--- src/rtl/onchip_arb_pkg.sv ---
// Shared types and default sizes for the two-master on-chip RAM arbiter.
package onchip_arb_pkg;

    localparam int ARB_ADDR_W   = 18;
    localparam int ARB_DATA_W   = 32;
    localparam int ARB_HOLD_MAX = 4;

    // Which master currently owns the RAM port.
    typedef enum logic [1:0] {
        IDLE = 2'd0,
        OWN0 = 2'd1,
        OWN1 = 2'd2
    } owner_t;

    // One slot of the read-return pipe: is a read in flight, and for whom.
    typedef struct packed {
        logic valid;
        logic id;
    } rd_tag_t;

endpackage

--- src/rtl/onchip_arb_rdpipe.sv ---
// Read-return tag pipe: follows each accepted read through the RAM latency
// and raises the owning master's readdatavalid when the data appears.
module onchip_arb_rdpipe
    import onchip_arb_pkg::*;
#(
    parameter int READ_LATENCY = 1
) (
    input  logic clk,
    input  logic clear,
    input  logic load_valid,
    input  logic load_id,
    output logic valid0,
    output logic valid1
);

    rd_tag_t pipe_r [READ_LATENCY];

    // Shift tags toward the tail; clear drops every in-flight read.
    always_ff @(posedge clk) begin
        if (clear) begin
            for (int i = 0; i < READ_LATENCY; i++) begin
                pipe_r[i] <= '0;
            end
        end else begin
            pipe_r[0].valid <= load_valid;
            pipe_r[0].id    <= load_id;
            for (int i = 1; i < READ_LATENCY; i++) begin
                pipe_r[i] <= pipe_r[i-1];
            end
        end
    end

    assign valid0 = pipe_r[READ_LATENCY-1].valid & ~pipe_r[READ_LATENCY-1].id;
    assign valid1 = pipe_r[READ_LATENCY-1].valid &  pipe_r[READ_LATENCY-1].id;

endmodule

--- src/rtl/onchip_memory_arbiter.sv ---
// Round-robin arbiter with bounded hold sharing one single-port RAM between
// two pipelined Avalon-MM masters. Grant and command mux are combinational so
// a command is accepted in the cycle it is presented.
module onchip_memory_arbiter
    import onchip_arb_pkg::*;
#(
    parameter int ADDR_W       = ARB_ADDR_W,
    parameter int DATA_W       = ARB_DATA_W,
    parameter int HOLD_MAX     = ARB_HOLD_MAX,
    parameter int READ_LATENCY = 1
) (
    input  logic                  clk,
    input  logic                  reset,
    input  logic [ADDR_W-1:0]     m0_address,
    input  logic [DATA_W/8-1:0]   m0_byteenable,
    input  logic                  m0_read,
    input  logic                  m0_write,
    input  logic [DATA_W-1:0]     m0_writedata,
    output logic                  m0_waitrequest,
    output logic [DATA_W-1:0]     m0_readdata,
    output logic                  m0_readdatavalid,
    input  logic [ADDR_W-1:0]     m1_address,
    input  logic [DATA_W/8-1:0]   m1_byteenable,
    input  logic                  m1_read,
    input  logic                  m1_write,
    input  logic [DATA_W-1:0]     m1_writedata,
    output logic                  m1_waitrequest,
    output logic [DATA_W-1:0]     m1_readdata,
    output logic                  m1_readdatavalid,
    output logic [ADDR_W-1:0]     mem_address,
    output logic [DATA_W/8-1:0]   mem_byteenable,
    output logic                  mem_chipselect,
    output logic                  mem_write,
    output logic [DATA_W-1:0]     mem_writedata,
    output logic                  mem_clken,
    input  logic [DATA_W-1:0]     mem_readdata,
    output logic                  protocol_error
);

    localparam int         BE_W     = DATA_W / 8;
    localparam logic [3:0] HOLD_LIM = HOLD_MAX[3:0];

    owner_t      owner_r;
    owner_t      owner_nxt_s;
    logic [3:0]  hold_r;
    logic [3:0]  hold_nxt_s;
    logic        perr_r;
    logic        req0_s;
    logic        req1_s;
    logic        own_is1_s;
    logic        req_own_s;
    logic        req_oth_s;
    logic        gnt_v_s;
    logic        gnt_id_s;
    logic        write_s;
    logic        rd_accept_s;

    assign req0_s    = m0_read | m0_write;
    assign req1_s    = m1_read | m1_write;
    assign own_is1_s = (owner_r == OWN1);
    assign req_own_s = own_is1_s ? req1_s : req0_s;
    assign req_oth_s = own_is1_s ? req0_s : req1_s;

    // Grant decision and next owner/hold count.
    always_comb begin
        gnt_v_s     = 1'b0;
        gnt_id_s    = 1'b0;
        owner_nxt_s = owner_r;
        hold_nxt_s  = hold_r;
        case (owner_r)
            IDLE: begin
                if (req0_s) begin
                    gnt_v_s     = 1'b1;
                    gnt_id_s    = 1'b0;
                    owner_nxt_s = OWN0;
                    hold_nxt_s  = 4'd1;
                end else if (req1_s) begin
                    gnt_v_s     = 1'b1;
                    gnt_id_s    = 1'b1;
                    owner_nxt_s = OWN1;
                    hold_nxt_s  = 4'd1;
                end else begin
                    owner_nxt_s = IDLE;
                    hold_nxt_s  = 4'd0;
                end
            end
            OWN0, OWN1: begin
                if (req_own_s && (!req_oth_s || (hold_r < HOLD_LIM))) begin
                    // Owner keeps the port; count saturates at the limit.
                    gnt_v_s     = 1'b1;
                    gnt_id_s    = own_is1_s;
                    hold_nxt_s  = (hold_r >= HOLD_LIM) ? HOLD_LIM : hold_r + 4'd1;
                end else if (req_oth_s) begin
                    // Hold exhausted or owner went quiet: hand over, no bubble.
                    gnt_v_s     = 1'b1;
                    gnt_id_s    = ~own_is1_s;
                    owner_nxt_s = own_is1_s ? OWN0 : OWN1;
                    hold_nxt_s  = 4'd1;
                end else begin
                    owner_nxt_s = IDLE;
                    hold_nxt_s  = 4'd0;
                end
            end
            default: begin
                owner_nxt_s = IDLE;
                hold_nxt_s  = 4'd0;
            end
        endcase
    end

    // Route the granted master's command to the RAM; zeros when idle.
    always_comb begin
        mem_address    = {ADDR_W{1'b0}};
        mem_byteenable = {BE_W{1'b0}};
        mem_writedata  = {DATA_W{1'b0}};
        write_s        = 1'b0;
        if (gnt_v_s) begin
            if (gnt_id_s) begin
                mem_address    = m1_address;
                mem_byteenable = m1_byteenable;
                mem_writedata  = m1_writedata;
                write_s        = m1_write;
            end else begin
                mem_address    = m0_address;
                mem_byteenable = m0_byteenable;
                mem_writedata  = m0_writedata;
                write_s        = m0_write;
            end
        end else begin
            write_s = 1'b0;
        end
    end

    // Read+write together counts as a write, so only pure reads enter the pipe.
    assign rd_accept_s    = gnt_v_s & ~write_s;
    assign mem_write      = write_s;
    assign mem_chipselect = gnt_v_s;
    assign mem_clken      = 1'b1;
    assign m0_waitrequest = req0_s & ~(gnt_v_s & ~gnt_id_s);
    assign m1_waitrequest = req1_s & ~(gnt_v_s &  gnt_id_s);
    assign m0_readdata    = mem_readdata;
    assign m1_readdata    = mem_readdata;
    assign protocol_error = perr_r;

    // Owner state, hold count and sticky protocol error.
    always_ff @(posedge clk) begin
        if (reset) begin
            owner_r <= IDLE;
            hold_r  <= 4'd0;
            perr_r  <= 1'b0;
        end else begin
            owner_r <= owner_nxt_s;
            hold_r  <= hold_nxt_s;
            perr_r  <= perr_r | (m0_read & m0_write) | (m1_read & m1_write);
        end
    end

    onchip_arb_rdpipe #(
        .READ_LATENCY (READ_LATENCY)
    ) u_rdpipe (
        .clk        (clk),
        .clear      (reset),
        .load_valid (rd_accept_s),
        .load_id    (gnt_id_s),
        .valid0     (m0_readdatavalid),
        .valid1     (m1_readdatavalid)
    );

endmodule
--- config.mk ---
export PLATFORM = sky130hd
export DESIGN_NAME = onchip_memory_arbiter
export DESIGN_NICKNAME = d
export VERILOG_FILES = /design/src/rtl/onchip_arb_pkg.sv /design/src/rtl/onchip_arb_rdpipe.sv /design/src/rtl/onchip_memory_arbiter.sv
export SDC_FILE = /design/constraint.sdc
export NUM_CORES = 1
export LEC_CHECK = 0
export BUFFER_PORTS_ARGS = -buffer_cell sky130_fd_sc_hd__buf_4
export CAP_MARGIN = 30
export CORE_AREA = 2 2 105 107
export DETAILED_ROUTE_END_ITERATION = 10
export DIE_AREA = 0 0 107 109
export SETUP_SLACK_MARGIN = 0.05
export SYNTH_ARGS = -nofsm -noshare
export SYNTH_HDL_FRONTEND = slang
export SYNTH_SLANG_ARGS = --single-unit
export TNS_END_PERCENT = 50
--- constraint.sdc ---
create_clock -name clk -period 5 [get_ports clk]
set_input_delay 0.5 -clock clk [delete_from_list [all_inputs] [get_ports clk]]
set_output_delay 0.5 -clock clk [all_outputs]
set_load 0.01 [all_outputs]
; Yosys cells after proc, flatten, opt, wreduce, memory -nomap -nowiden
; Memories as Yosys holds them, arrays and structs flattened.
; Index checks and enable logic that the tools add are counted.
[op_classes]
addsub = 1
magnitude_cmp = 2
n_eq_ne = 3
mux = 36
bitwise_logic = 19
n_reduce_logical = 6
[ops]
columns = op, count
row1 = 2-to-1 mux 32 bit, 2
row2 = 2-to-1 mux 18 bit, 2
row3 = 2-to-1 mux 1 bit, 17
row4 = 2-to-1 mux 4 bit, 4
row5 = 2-to-1 mux 2 bit, 7
row6 = bitwise AND 1 bit, 9
row7 = one-hot mux 4 bit (2 select lines), 1
row8 = inverter 1 bit, 6
row9 = adder 4 x 1 -> 4 bit (second input constant), 1
row10 = greater-or-equal comparator 4 x 3 -> 1 bit (second input constant), 1
row11 = < comparator 4 x 3 -> 1 bit (second input constant), 1
row12 = bitwise OR 1 bit, 4
row13 = one-hot mux 1 bit (2 select lines), 2
row14 = one-hot mux 2 bit (2 select lines), 1
row15 = OR reduction 2 bit, 2
row16 = == test 2 x 1 -> 1 bit (second input constant), 1
row17 = == test 2 bit (second input constant), 1
row18 = logical NOT 2 bit, 1
row19 = != test 2 bit (second input constant), 1
row20 = logical AND 1 bit, 1
row21 = logical NOT 1 bit, 1
row22 = logical OR 1 bit, 1
[totals]
register_bits = 7
ram_bits = 2
input_bits = 146
memories = 1
[memory_table]
columns = memory, depth, word_bits, read_ports, rd_ports_with_merged_regs, wr, line_no
row1 = u_rdpipe.pipe_r, 1, 2, 1, 0, 2, onchip_arb_rdpipe.sv:16  ; rd_tag_t pipe_r [READ_LATENCY];

; Longest topological paths before layout
; Gate-level depths: netlist (run 1).
[depth]
ltp_word = 12
depth_mapped = 9
ltp_nobuf = 7

; Hierarchy
; A second synthesis (run 1) with hierarchy kept.
[unflattened]
cells_unflattened = 331
area_unflattened_um2 = 2573.7
[by_module_without_submodules]
columns = mod, n_inst, cells_each, area_each_um2, seq_area_each_um2
row1 = onchip_memory_arbiter, 1, 325, 2503.7, 140.1
row2 = onchip_arb_rdpipe, 1, 6, 70.1, 40.0

; Least setup slack after synthesis (run 1)
; No wires, ideal clock.
[synth_timing]
path_kind = flip-flop to output port
from = reg owner_r[0]
to = out mem_writedata[14]
arrival_ns = 1.983
required_time_ns = 4.500
path_slack_ns = 2.517
path_stages_with_launch = 10
path_cell_list = dfxtp_1 > inv_1 > ha_1 > or4b_1 > a21oi_1 > a211oi_2 > buf_2 > buf_1 > nand4_1 > o21ai_0
[synth_via]
elab_chain_len = 9
[synth_rtl]
columns = item, line_no
row1 = "start, declared", onchip_memory_arbiter.sv:43  ; owner_t owner_r;
row2 = "start signal, assigned", onchip_memory_arbiter.sv:152  ; owner_r <= owner_nxt_s;
row3 = == test 2 bit, "onchip_memory_arbiter.sv:60, onchip_memory_arbiter.sv:70"
row4 = 2-to-1 mux 1 bit, onchip_memory_arbiter.sv:62  ; assign req_oth_s = own_is1_s ? req0_s : req1_s;
row5 = logical NOT 1 bit, onchip_memory_arbiter.sv:88  ; if (req_own_s && (!req_oth_s || (hold_r < HOLD_LIM))) begin
row6 = logical OR 1 bit, onchip_memory_arbiter.sv:88
row7 = logical AND 1 bit, onchip_memory_arbiter.sv:88
row8 = 2-to-1 mux 1 bit, onchip_memory_arbiter.sv:88
row9 = one-hot mux 1 bit (2 select lines), onchip_memory_arbiter.sv:70  ; case (owner_r)
row10 = 2-to-1 mux 32 bit, onchip_memory_arbiter.sv:118  ; if (gnt_id_s) begin
row11 = 2-to-1 mux 32 bit *, onchip_memory_arbiter.sv:117  ; if (gnt_v_s) begin
row12 = "end, declared", onchip_memory_arbiter.sv:34  ; output logic [DATA_W-1:0] mem_writedata,
; Mark *: on every way between the ends. The rest lies on a longest branch, timed or not.

; Worst setup path in the final report (run 1)
[layout_timing]
from = in m1_write
to = out mem_writedata[22]
[layout_via]
elab_chain_len = 9
[layout_rtl]
columns = item, line_no
row1 = "start, declared", onchip_memory_arbiter.sv:25  ; input logic m1_write,
row2 = bitwise OR 1 bit *, onchip_memory_arbiter.sv:59  ; assign req1_s = m1_read | m1_write;
row3 = 2-to-1 mux 1 bit, onchip_memory_arbiter.sv:62
row4 = logical NOT 1 bit, onchip_memory_arbiter.sv:88
row5 = logical OR 1 bit, onchip_memory_arbiter.sv:88
row6 = logical AND 1 bit, onchip_memory_arbiter.sv:88
row7 = 2-to-1 mux 1 bit, onchip_memory_arbiter.sv:88
row8 = one-hot mux 1 bit (2 select lines), onchip_memory_arbiter.sv:70
row9 = 2-to-1 mux 32 bit, onchip_memory_arbiter.sv:118
row10 = 2-to-1 mux 32 bit *, onchip_memory_arbiter.sv:117
; Marks and branches as above.

==> impl_metrics.env, run 1 <==
export IMPL_max_cap_violations=0
export IMPL_crit_path_top_delay_cell="and2_4"
export IMPL_vias=2521
export IMPL_path_class="in2out"
export IMPL_first_iter_violations=162
export IMPL_met2_length_um=3580
export IMPL_drv_slew=0
export IMPL_gp_congestion=0.807
export IMPL_drc=0
export IMPL_ir_drop_v=0.000335
export IMPL_routedLengthMet1_um=2920
export IMPL_cp_num_buf_inv=2
export IMPL_grt_pass1_vias=2223
export IMPL_wire_per_inst_um=13.1
export IMPL_fin_crit_sh=0.678
export IMPL_wirelength_um=7190
export IMPL_utilization=0.289
export IMPL_antenna_found_initial=0
export IMPL_final_common_cell="buf_4"
export IMPL_pin_count=272
export IMPL_cellPowerDensity_nw_per_um2=640
export IMPL_met3_length_um=562
export IMPL_drt_pass1_iter_count=6
export IMPL_drive_gt1_frac=0.529
export IMPL_die_x_um=107
export IMPL_ant_nets=0
export IMPL_p_leak_nw=1.53
export IMPL_area_growth_pct=42.9
export IMPL_postCtsSetupBuffers=0
export IMPL_dpl_hpwl_um=5300
export IMPL_syn_avg_cell_area_um2=6.63
export IMPL_syn_num_nets=475
export IMPL_cp_top_family="simple AND/OR/NAND/NOR gates"
export IMPL_hold_start="reset"
export IMPL_total_power_mw=1.96
export IMPL_highest_layer="met4"
export IMPL_hp_class="in2reg"
export IMPL_hold_depth=2
export IMPL_htreeDepth=1
export IMPL_grt_use_total=0.112
export IMPL_r2r_slack_ns=2.58
export IMPL_status="finished, final reports clean"
export IMPL_finalHoldViolCount=0
export IMPL_critPathRequiredTime_ns=4.50
export IMPL_port_buffers=174
export IMPL_die_y_um=109
export IMPL_cts_root_buf="clkbuf_8"
export IMPL_coreArea_um2=10600
export IMPL_clk_insertion_delay_late_ns=0.23
export IMPL_worst_pin_slew_ns=0.774
export IMPL_start_util=0.203
export IMPL_cp_end_kind="output pin"
export IMPL_synthCells=324
export IMPL_cp_cell_sequence="buf_4 > nor2_1 > mux2_4 > or3_4 > and2_4 > o21ai_0 > buf_4"
export IMPL_setup_violations_final=0
export IMPL_relSlewSlack=0.484
export IMPL_clock_path_buffers=2
export IMPL_async_flop_share=0
export IMPL_critPathMaxFanout=58
export IMPL_rr_endpoint="u_rdpipe.pipe_r[0][0]$_SDFF_PP0_"
export IMPL_ys_ff_latch=9
export IMPL_critPathLaunchType="primary input"
export IMPL_fin_hold_ws_ns=0.470
export IMPL_grt_overflow=0
export IMPL_rsz0062_at_grt="no"
export IMPL_synth_yosys_seq_area_share=0.0839
export IMPL_period_minus_slack_ns=3.39
export IMPL_final_cell_mix="buf_4, nand2_1, nand4_1"
export IMPL_cts_tree="yes"
export IMPL_syn_area_um2=2150
export IMPL_synth_warnings=0
export IMPL_grt_pass1_wl_um=10800
export IMPL_rows=38
export IMPL_diodes=0
export IMPL_hold_buffers=0
export IMPL_setup_tns_ns=0
export IMPL_clk_pin_slew_ns=0.04
export IMPL_clock_skew_ns=0.00450
export IMPL_reg2reg_depth=6
export IMPL_whs_endpoint="owner_r[1]$_SDFFE_PP0P_"
export IMPL_nets=562
export IMPL_synth_edf_count=0
export IMPL_cpMostUsedCell="buf_4"
export IMPL_yosysUniqueCellTypes=42
export IMPL_grt_max_degree=60
export IMPL_cp_arrival_ns=2.89
export IMPL_synthFlopType="dfxtp_1"
export IMPL_cts_made_buffers=3
export IMPL_reg2reg_from="owner_r[0]$_SDFFE_PP0P_"
export IMPL_via_per_inst=4.58
export IMPL_cts_resized_gates=0
export IMPL_pre_cts_slack_ns=1.55
export IMPL_dieArea_um2=11700
export IMPL_cts_sinks=9
export IMPL_layout_setup_ws_ns=1.61
export IMPL_max_freq_ghz=0.295
export IMPL_max_stage_delay_ns=0.79
layer usage:
layer / global-route usage / vias up
met1: 0.134 / 1133
met4: 0.0427 / 0
li1: - / 1260
met5: 0 / -
met3: 0.0203 / 14
met2: 0.200 / 114
final cells by class:
cell class / instances / area, um2
Fill cell: 1139 / 7530
Multi-Input combinational cell: 218 / 1330
Timing Repair Buffer: 177 / 1330
Sequential cell: 9 / 180
Tap cell: 140 / 175
Clock buffer: 4 / 45.0
Inverter: 2 / 7.51
kinds of logic (layout without fill, tap and decap cells):
family                     count (synthesis)  after routing  share of synthesized area
AOI/OAI and AO/OA                         72             72                      0.236
other                                      2              2                    0.00350
muxes                                      2              2                     0.0116
and+or+nand+nor                          137            137                      0.333
buffers and inverters                     97            183                      0.303
DFF                                        9              9                     0.0839
adders and majority gates                  5              5                     0.0291
registers in the layout (all words and copies together) (netlist names):
signal and flops:
protocol_error 1, hold_r 4, u_rdpipe.pipe_r 2, owner_r 2
where the power goes:
part	internal [mW]	leakage [nW]	total, mW	switching (mW)
registers	0.0908	0.0744	0.103	0.0126
clock network	0.0554	0.0228	0.0831	0.0276
logic	0.766	1.43	1.78	1.01
total	0.912	1.53	1.96	1.05
cells in the mapped netlist (5+ instances only):
cell	n	area, um2
o21ai_0	22	110
nand2_1	59	221
ha_1	5	62.6
buf_2	9	45.0
o21ai_1	7	35.0
nor2_1	6	22.5
o21ai_2	28	245
buf_4	65	488
dfxtp_1	9	180
clkbuf_1	5	18.8
buf_1	11	41.3
nand4_1	55	344
worst max-delay path by stage:
stage / end / startpoint / cells past startpoint / slack (ns)
2_1_floorplan: mem_writedata[14] / owner_r[0]$_SDFFE_PP0P_ / 9 / 2.52
3_3_place_gp: mem_writedata[17] / m1_write / 7 / 1.65
3_5_place_dp: mem_writedata[22] / m1_write / 7 / 1.55
4_1_cts: mem_writedata[1] / owner_r[0]$_SDFFE_PP0P_ / 7 / 1.53
5_1_grt: mem_writedata[15] / m1_write / 7 / 1.34
6_report: mem_writedata[22] / m1_write / 7 / 1.61
stage by stage:
step | std cells | area, um2
after floorplan | 324 | 2150
after global placement | 546 | 3020
after detailed placement | 546 | 3020
after CTS | 550 | 3070
after global routing | 550 | 3070
final | 550 | 3070
Note: power is estimated with default switching activity, not from simulation.
==> run 2, diff against run 1 <==
- ABC_AREA: not set -> 1
- CORE_AREA: 2 2 105 107 -> 2 2 106 108
- DIE_AREA: 0 0 107 109 -> 0 0 108 110
- clock period: 5 -> 3.25 ns (I/O delays scaled with it)
==> run 2 against run 1 <==
Compared with the run above: combinational power increased by 82%; power is 80% higher; clock power increased by 56%; final area is 3.4% lower; synthesized cell count is 4.3% higher; critical endpoint is now mem_address[11]; critical path depth rose by 6; largest power group unchanged.
==> impl_metrics.env, run 2 <==
export IMPL_synthAdderAreaFrac=0.0306
export IMPL_final_cell_mix="buf_4, nand2_1, nand3_1"
export IMPL_pre_cts_slack_ns=0.700
export IMPL_cellPowerDensity_nw_per_um2=1190
export IMPL_first_iter_violations=65
export IMPL_setup_tns_ns=0
export IMPL_yosysUniqueCellTypes=29
export IMPL_p_leak_nw=1.74
export IMPL_htreeDepth=1
export IMPL_postCtsSetupBuffers=0
export IMPL_grt_pass1_wl_um=9720
export IMPL_cts_made_buffers=3
export IMPL_grt_use_total=0.0986
export IMPL_dp_cells=572
export IMPL_syn_area_um2=2050
export IMPL_start_util=0.191
export IMPL_vias=2373
export IMPL_cp_cell_sequence="inv_1 > ha_1 > inv_1 > nor2_1 > nand3_1 > nand2_1 > inv_1 > nand2_4 > nand2_2 > buf_12 > nand3_2 > nand2_1 > buf_4"
export IMPL_synth_yosys_seq_area_share=0.0880
export IMPL_rr_endpoint="u_rdpipe.pipe_r[0][0]$_SDFF_PP0_"
export IMPL_syn_avg_cell_area_um2=6.06
export IMPL_port_buffers=174
export IMPL_rsz0062_at_grt="no"
export IMPL_synth_top_family_by_area="simple AND/OR/NAND/NOR gates"
export IMPL_finalHoldViolCount=0
export IMPL_yosys_top_cells_area="buf_4, nand2_1, nand3_1, dfxtp_1, buf_6"
export IMPL_synth_common_cells="nand2_1, buf_4, nand3_1, inv_1, nand2_2"
export IMPL_ys_ff_latch=9
export IMPL_worst_pin_slew_ns=0.569
export IMPL_synth_most_common_cell="nand2_1"
export IMPL_cp_arrival_ns=2.45
export IMPL_wirelength_um=6700
export IMPL_hold_depth=2
export IMPL_coreArea_um2=10700
export IMPL_grt_overflow=0
export IMPL_cp_end_kind="output pin"
export IMPL_period_minus_slack_ns=2.77
export IMPL_drive_gt1_frac=0.486
export IMPL_max_stage_delay_ns=0.41
export IMPL_ir_drop_v=0.000478
export IMPL_gp_congestion=0.812
export IMPL_cts_resized_gates=0
export IMPL_clock_path_buffers=2
export IMPL_synth_warnings=0
export IMPL_async_flop_share=0
export IMPL_synth_xor_area_share=0
export IMPL_r2r_slack_ns=1.42
export IMPL_reg_top3="hold_r (4), owner_r (2), u_rdpipe.pipe_r (2)"
export IMPL_ant_nets=0
export IMPL_synth_compound_area_frac=0.0281
export IMPL_dieArea_um2=11900
export IMPL_path_class="reg2out"
export IMPL_grt_pass1_vias=2111
export IMPL_cts_sinks=9
export IMPL_synth_top_area_cell="buf_4"
export IMPL_via_per_inst=4.12
export IMPL_clk_insertion_delay_late_ns=0.23
export IMPL_pin_count=272
export IMPL_reg2reg_depth=10
export IMPL_relSlewSlack=0.621
export IMPL_cpMostUsedCell="inv_1"
export IMPL_cts_tree="yes"
export IMPL_critPathMaxFanout=31
export IMPL_dpl_hpwl_um=5540
export IMPL_hold_buffers=0
export IMPL_drt_pass1_iter_count=6
export IMPL_die_y_um=110
export IMPL_setup_violations_final=0
export IMPL_fin_crit_sh=0.854
export IMPL_nets=588
export IMPL_largest_register="hold_r"
export IMPL_reg2reg_from="owner_r[0]$_SDFFE_PP0P_"
export IMPL_drc=0
export IMPL_hp_class="in2reg"
export IMPL_whs_endpoint="owner_r[0]$_SDFFE_PP0P_"
export IMPL_status="finished, final reports clean"
export IMPL_cts_root_buf="clkbuf_8"
export IMPL_synthFlopType="dfxtp_1"
export IMPL_hold_start="reset"
export IMPL_die_x_um=108
export IMPL_grt_max_degree=55
export IMPL_utilization=0.277
export IMPL_syn_num_nets=489
export IMPL_antenna_found_initial=0
export IMPL_drv_slew=0
export IMPL_max_freq_ghz=0.360
export IMPL_synth_top_area_frac=0.238
export IMPL_clock_skew_ns=0.00122
export IMPL_wire_per_inst_um=11.6
export IMPL_final_common_cell="buf_4"
export IMPL_area_growth_pct=44.8
export IMPL_largest_register_ffs=4
export IMPL_synthCells=338
export IMPL_crit_path_top_delay_cell="nand2_2"
export IMPL_max_cap_violations=0
export IMPL_rows=38
export IMPL_synth_simple_area_share=0.491
export IMPL_diodes=0
export IMPL_critPathLaunchType="register"
export IMPL_clk_pin_slew_ns=0.04
export IMPL_critPathRequiredTime_ns=2.92
export IMPL_synth_mux_area_fraction=0
export IMPL_layout_setup_ws_ns=0.476
export IMPL_stdcell_count=576
export IMPL_synth_edf_count=0
[run 2: cell families after synthesis]
group	after synthesis
simple gates	209
buf+inv	104
compound gates	9
flops	9
fa+ha+maj	5
other cells	2
[run 2: report_power, final]
group | total, mW | internal, mW | switching (mW)
Clock | 0.130 | 0.0855 | 0.0443
Sequential | 0.165 | 0.146 | 0.0198
Combinational | 3.24 | 1.42 | 1.82
Total | 3.53 | 1.65 | 1.88
[run 2: worst max path at each step]
stage	slack, ns	end	from
3_3_place_gp	0.74	mem_address[11]	owner_r[0]$_SDFFE_PP0P_
6_report	0.48	mem_address[11]	owner_r[0]$_SDFFE_PP0P_
4_1_cts	0.43	mem_address[11]	owner_r[0]$_SDFFE_PP0P_
3_5_place_dp	0.70	mem_address[11]	owner_r[0]$_SDFFE_PP0P_
2_1_floorplan	1.28	m0_waitrequest	owner_r[1]$_SDFFE_PP0P_
5_1_grt	0.22	mem_writedata[16]	owner_r[1]$_SDFFE_PP0P_
[run 2: layout make-up]
| class | count | area, um2 |
|---|---|---|
| multi-input combinational | 225 | 1130 |
| sequential | 9 | 180 |
| fill | 1214 | 7730 |
| inverter | 22 | 85.1 |
| tap | 140 | 175 |
| timing repair buffer | 176 | 1350 |
| clock buffer | 4 | 45.0 |
[run 2: worst max-delay path: cells and delay by family (launching register included)]
family / cells / cell delay (ns)
DFF: 1 / 0.35
adders and majority gates: 1 / 0.36
and+or+nand+nor: 7 / 0.81
buffers and inverters: 5 / 0.65
[run 2: stage by stage]
stage / cell area, um2 / power (mW) / hold slack (ns)
after global routing: 2960 / 3.92 / 0.293
after detailed placement: 2920 / 3.47 / 0.510
after global placement: 2920 / 3.42 / 0.501
final: 2960 / 3.53 / 0.293
after CTS: 2960 / 3.61 / 0.290
after floorplan: 2050 / 2.30 / 0.403
[run 2: routing by layer]
layer	routed length, um	vias to the layer above	global-route usage
met2	3380	116	0.177
met3	606	19	0.0241
li1	-	1191	-
met5	0	-	0
met1	2600	1047	0.119
met4	118	0	0.0229
==> run 3, diff against run 2 <==
- PLACE_DENSITY_LB_ADDON: not set -> 0.12
- clock period: 3.25 -> 2.4 ns (I/O delays scaled with it)
==> run 3 against run 2 <==
Compared with the run above: critical path depth stayed put; clock skew rose by 0.0022 ns; global-route usage increased by 2.0 points; die area unchanged; power up 82%; final area up 15%; combinational power is 85% higher; sequential cell count is the same; clock power increased by 40%; hold slack got worse by 0.098 ns; non-clock buffer count rose by 18; sequential power rose by 39%; largest power group unchanged.
==> impl_metrics.env, run 3 (synthesis results as in run 2) <==
export IMPL_die_x_um=108
export IMPL_max_cap_violations=0
export IMPL_critPathLaunchType="register"
export IMPL_reg2reg_from="owner_r[0]$_SDFFE_PP0P_"
export IMPL_cts_sinks=9
export IMPL_setup_violations_final=0
export IMPL_fin_crit_sh=0.925
export IMPL_power_frac_seq=0.036
export IMPL_pre_cts_slack_ns=0.187
export IMPL_drv_slew=0
export IMPL_via_per_inst=4.14
export IMPL_rows=38
export IMPL_cts_made_buffers=3
export IMPL_wirelength_um=8870
export IMPL_antenna_found_initial=0
export IMPL_area_growth_pct=66.4
export IMPL_fillers=1189
export IMPL_cts_root_buf="clkbuf_8"
export IMPL_power_switching_mw=3.16
export IMPL_grt_use_total=0.118
export IMPL_drc=0
export IMPL_grt_max_degree=50
export IMPL_switching_share=0.492
export IMPL_layout_setup_ws_ns=0.179
export IMPL_clk_insertion_delay_late_ns=0.23
export IMPL_diodes=0
export IMPL_cts_tree="yes"
export IMPL_status="finished, final reports clean"
export IMPL_hold_buffers=0
export IMPL_whs_endpoint="owner_r[0]$_SDFFE_PP0P_"
export IMPL_reg_top3="hold_r (4), owner_r (2), u_rdpipe.pipe_r (2)"
export IMPL_hold_start="reset"
export IMPL_grt_pass1_wl_um=11200
export IMPL_dpl_hpwl_um=6080
export IMPL_drt_pass1_iter_count=4
export IMPL_critPathMaxFanout=8
export IMPL_period_minus_slack_ns=2.22
export IMPL_pwr_share_comb=0.936
export IMPL_rsz0062_at_grt="yes"
export IMPL_die_y_um=110
export IMPL_cellPowerDensity_nw_per_um2=1890
export IMPL_path_class="reg2out"
export IMPL_setup_tns_ns=0
export IMPL_htreeDepth=1
export IMPL_vias=2458
export IMPL_r2r_slack_ns=0.84
export IMPL_wire_per_inst_um=14.9
export IMPL_cp_end_kind="output pin"
export IMPL_final_common_cell="buf_4"
export IMPL_coreArea_um2=10700
export IMPL_finalHoldViolCount=0
export IMPL_clock_path_buffers=2
export IMPL_cp_arrival_ns=1.98
export IMPL_port_buffers=174
export IMPL_nets=606
export IMPL_hp_class="in2reg"
export IMPL_final_cell_mix="buf_4, nand2_1, nand3_1"
export IMPL_total_power_mw=6.42
export IMPL_ir_drop_v=0.000804
export IMPL_max_freq_ghz=0.450
export IMPL_grt_overflow=0
export IMPL_clk_pin_slew_ns=0.05
export IMPL_gp_congestion=0.781
export IMPL_p_leak_nw=1.91
export IMPL_ant_nets=0
export IMPL_critPathRequiredTime_ns=2.16
export IMPL_rr_endpoint="u_rdpipe.pipe_r[0][0]$_SDFF_PP0_"
export IMPL_first_iter_violations=182
export IMPL_clock_power_share=0.028
export IMPL_hold_depth=2
export IMPL_grt_pass1_vias=2232
export IMPL_clock_skew_ns=0.00346
export IMPL_intPower_mw=3.27
export IMPL_pin_count=272
export IMPL_dieArea_um2=11900
export IMPL_largest_register="hold_r"
export IMPL_reg2reg_depth=9
export IMPL_start_util=0.191
export IMPL_largest_register_ffs=4
export IMPL_drive_gt1_frac=0.553
-- run 3: metal layers --
metal  up-vias  track usage  wire length (um)
li1       1227            -                 -
met1      1082        0.139              3600
met2       125        0.218              4350
met3        24       0.0270               761
met4         0       0.0275               160
met5         -            0                 0
-- run 3: what timing repair did --
| action | CTS | global route |
|---|---|---|
| pin swaps | 2 | 24 |
| buffers inserted | 1 | 4 |
| cloned | 1 | 8 |
| setup endpoints to repair | 43 | 54 |
| gates resized for setup | 8 | 41 |
-- run 3: final cells by class --
type	instances	area, um2	area share
clock buffer	4	45.0	0.0132
inverter	22	97.6	0.0286
multi-input combinational	225	1180	0.346
sequential	9	183	0.0536
tap	140	175	0.0514
timing repair buffer	194	1730	0.507
-- run 3: worst max path at each step --
stage,startpoint,endpoint,slack (ns),depth (start not counted)
after floorplan,owner_r[1]$_SDFFE_PP0P_,m0_waitrequest,0.52,12
after global placement,owner_r[0]$_SDFFE_PP0P_,mem_byteenable[1],0.19,14
after detailed placement,owner_r[0]$_SDFFE_PP0P_,mem_byteenable[1],0.19,13
after CTS,owner_r[1]$_SDFFE_PP0P_,mem_writedata[24],0.05,14
after global routing,owner_r[1]$_SDFFE_PP0P_,mem_byteenable[1],0.04,14
final,owner_r[0]$_SDFFE_PP0P_,mem_writedata[7],0.18,13
-- run 3: critical path, stage by stage, from the launching register on --
cell	delay, ns
dfxtp_2	0.33
inv_2	0.08
ha_2	0.19
inv_1	0.06
nand2_2	0.08
nand3_2	0.12
nand3_4	0.11
nand2_4	0.08
nand3_4	0.13
clkinv_8	0.12
clkbuf_16	0.19
nand2_2	0.05
nand2_1	0.05
buf_4	0.14
-- run 3: power groups by stage --
stage	logic (mW)	registers, mW	clock network, mW
after floorplan	2.90	0.221	0
after global routing	6.52	0.237	0.197
after CTS	5.00	0.230	0.187
after detailed placement	4.79	0.228	0
after global placement	4.82	0.226	0
final	6.01	0.230	0.182
-- run 3: stage by stage --
| stage | hold WS [ns] | cells | instance area, um2 | util |
|---|---|---|---|---|
| 3_5_place_dp | 0.452 | 576 | 2970 | 0.278 |
| 2_1_floorplan | 0.318 | 338 | 2050 | - |
| 4_1_cts | 0.196 | 582 | 3080 | 0.288 |
| 6_report | 0.195 | 594 | 3410 | 0.318 |
| 5_1_grt | 0.208 | 594 | 3410 | 0.318 |
| 3_3_place_gp | 0.452 | 576 | 2970 | 0.278 |
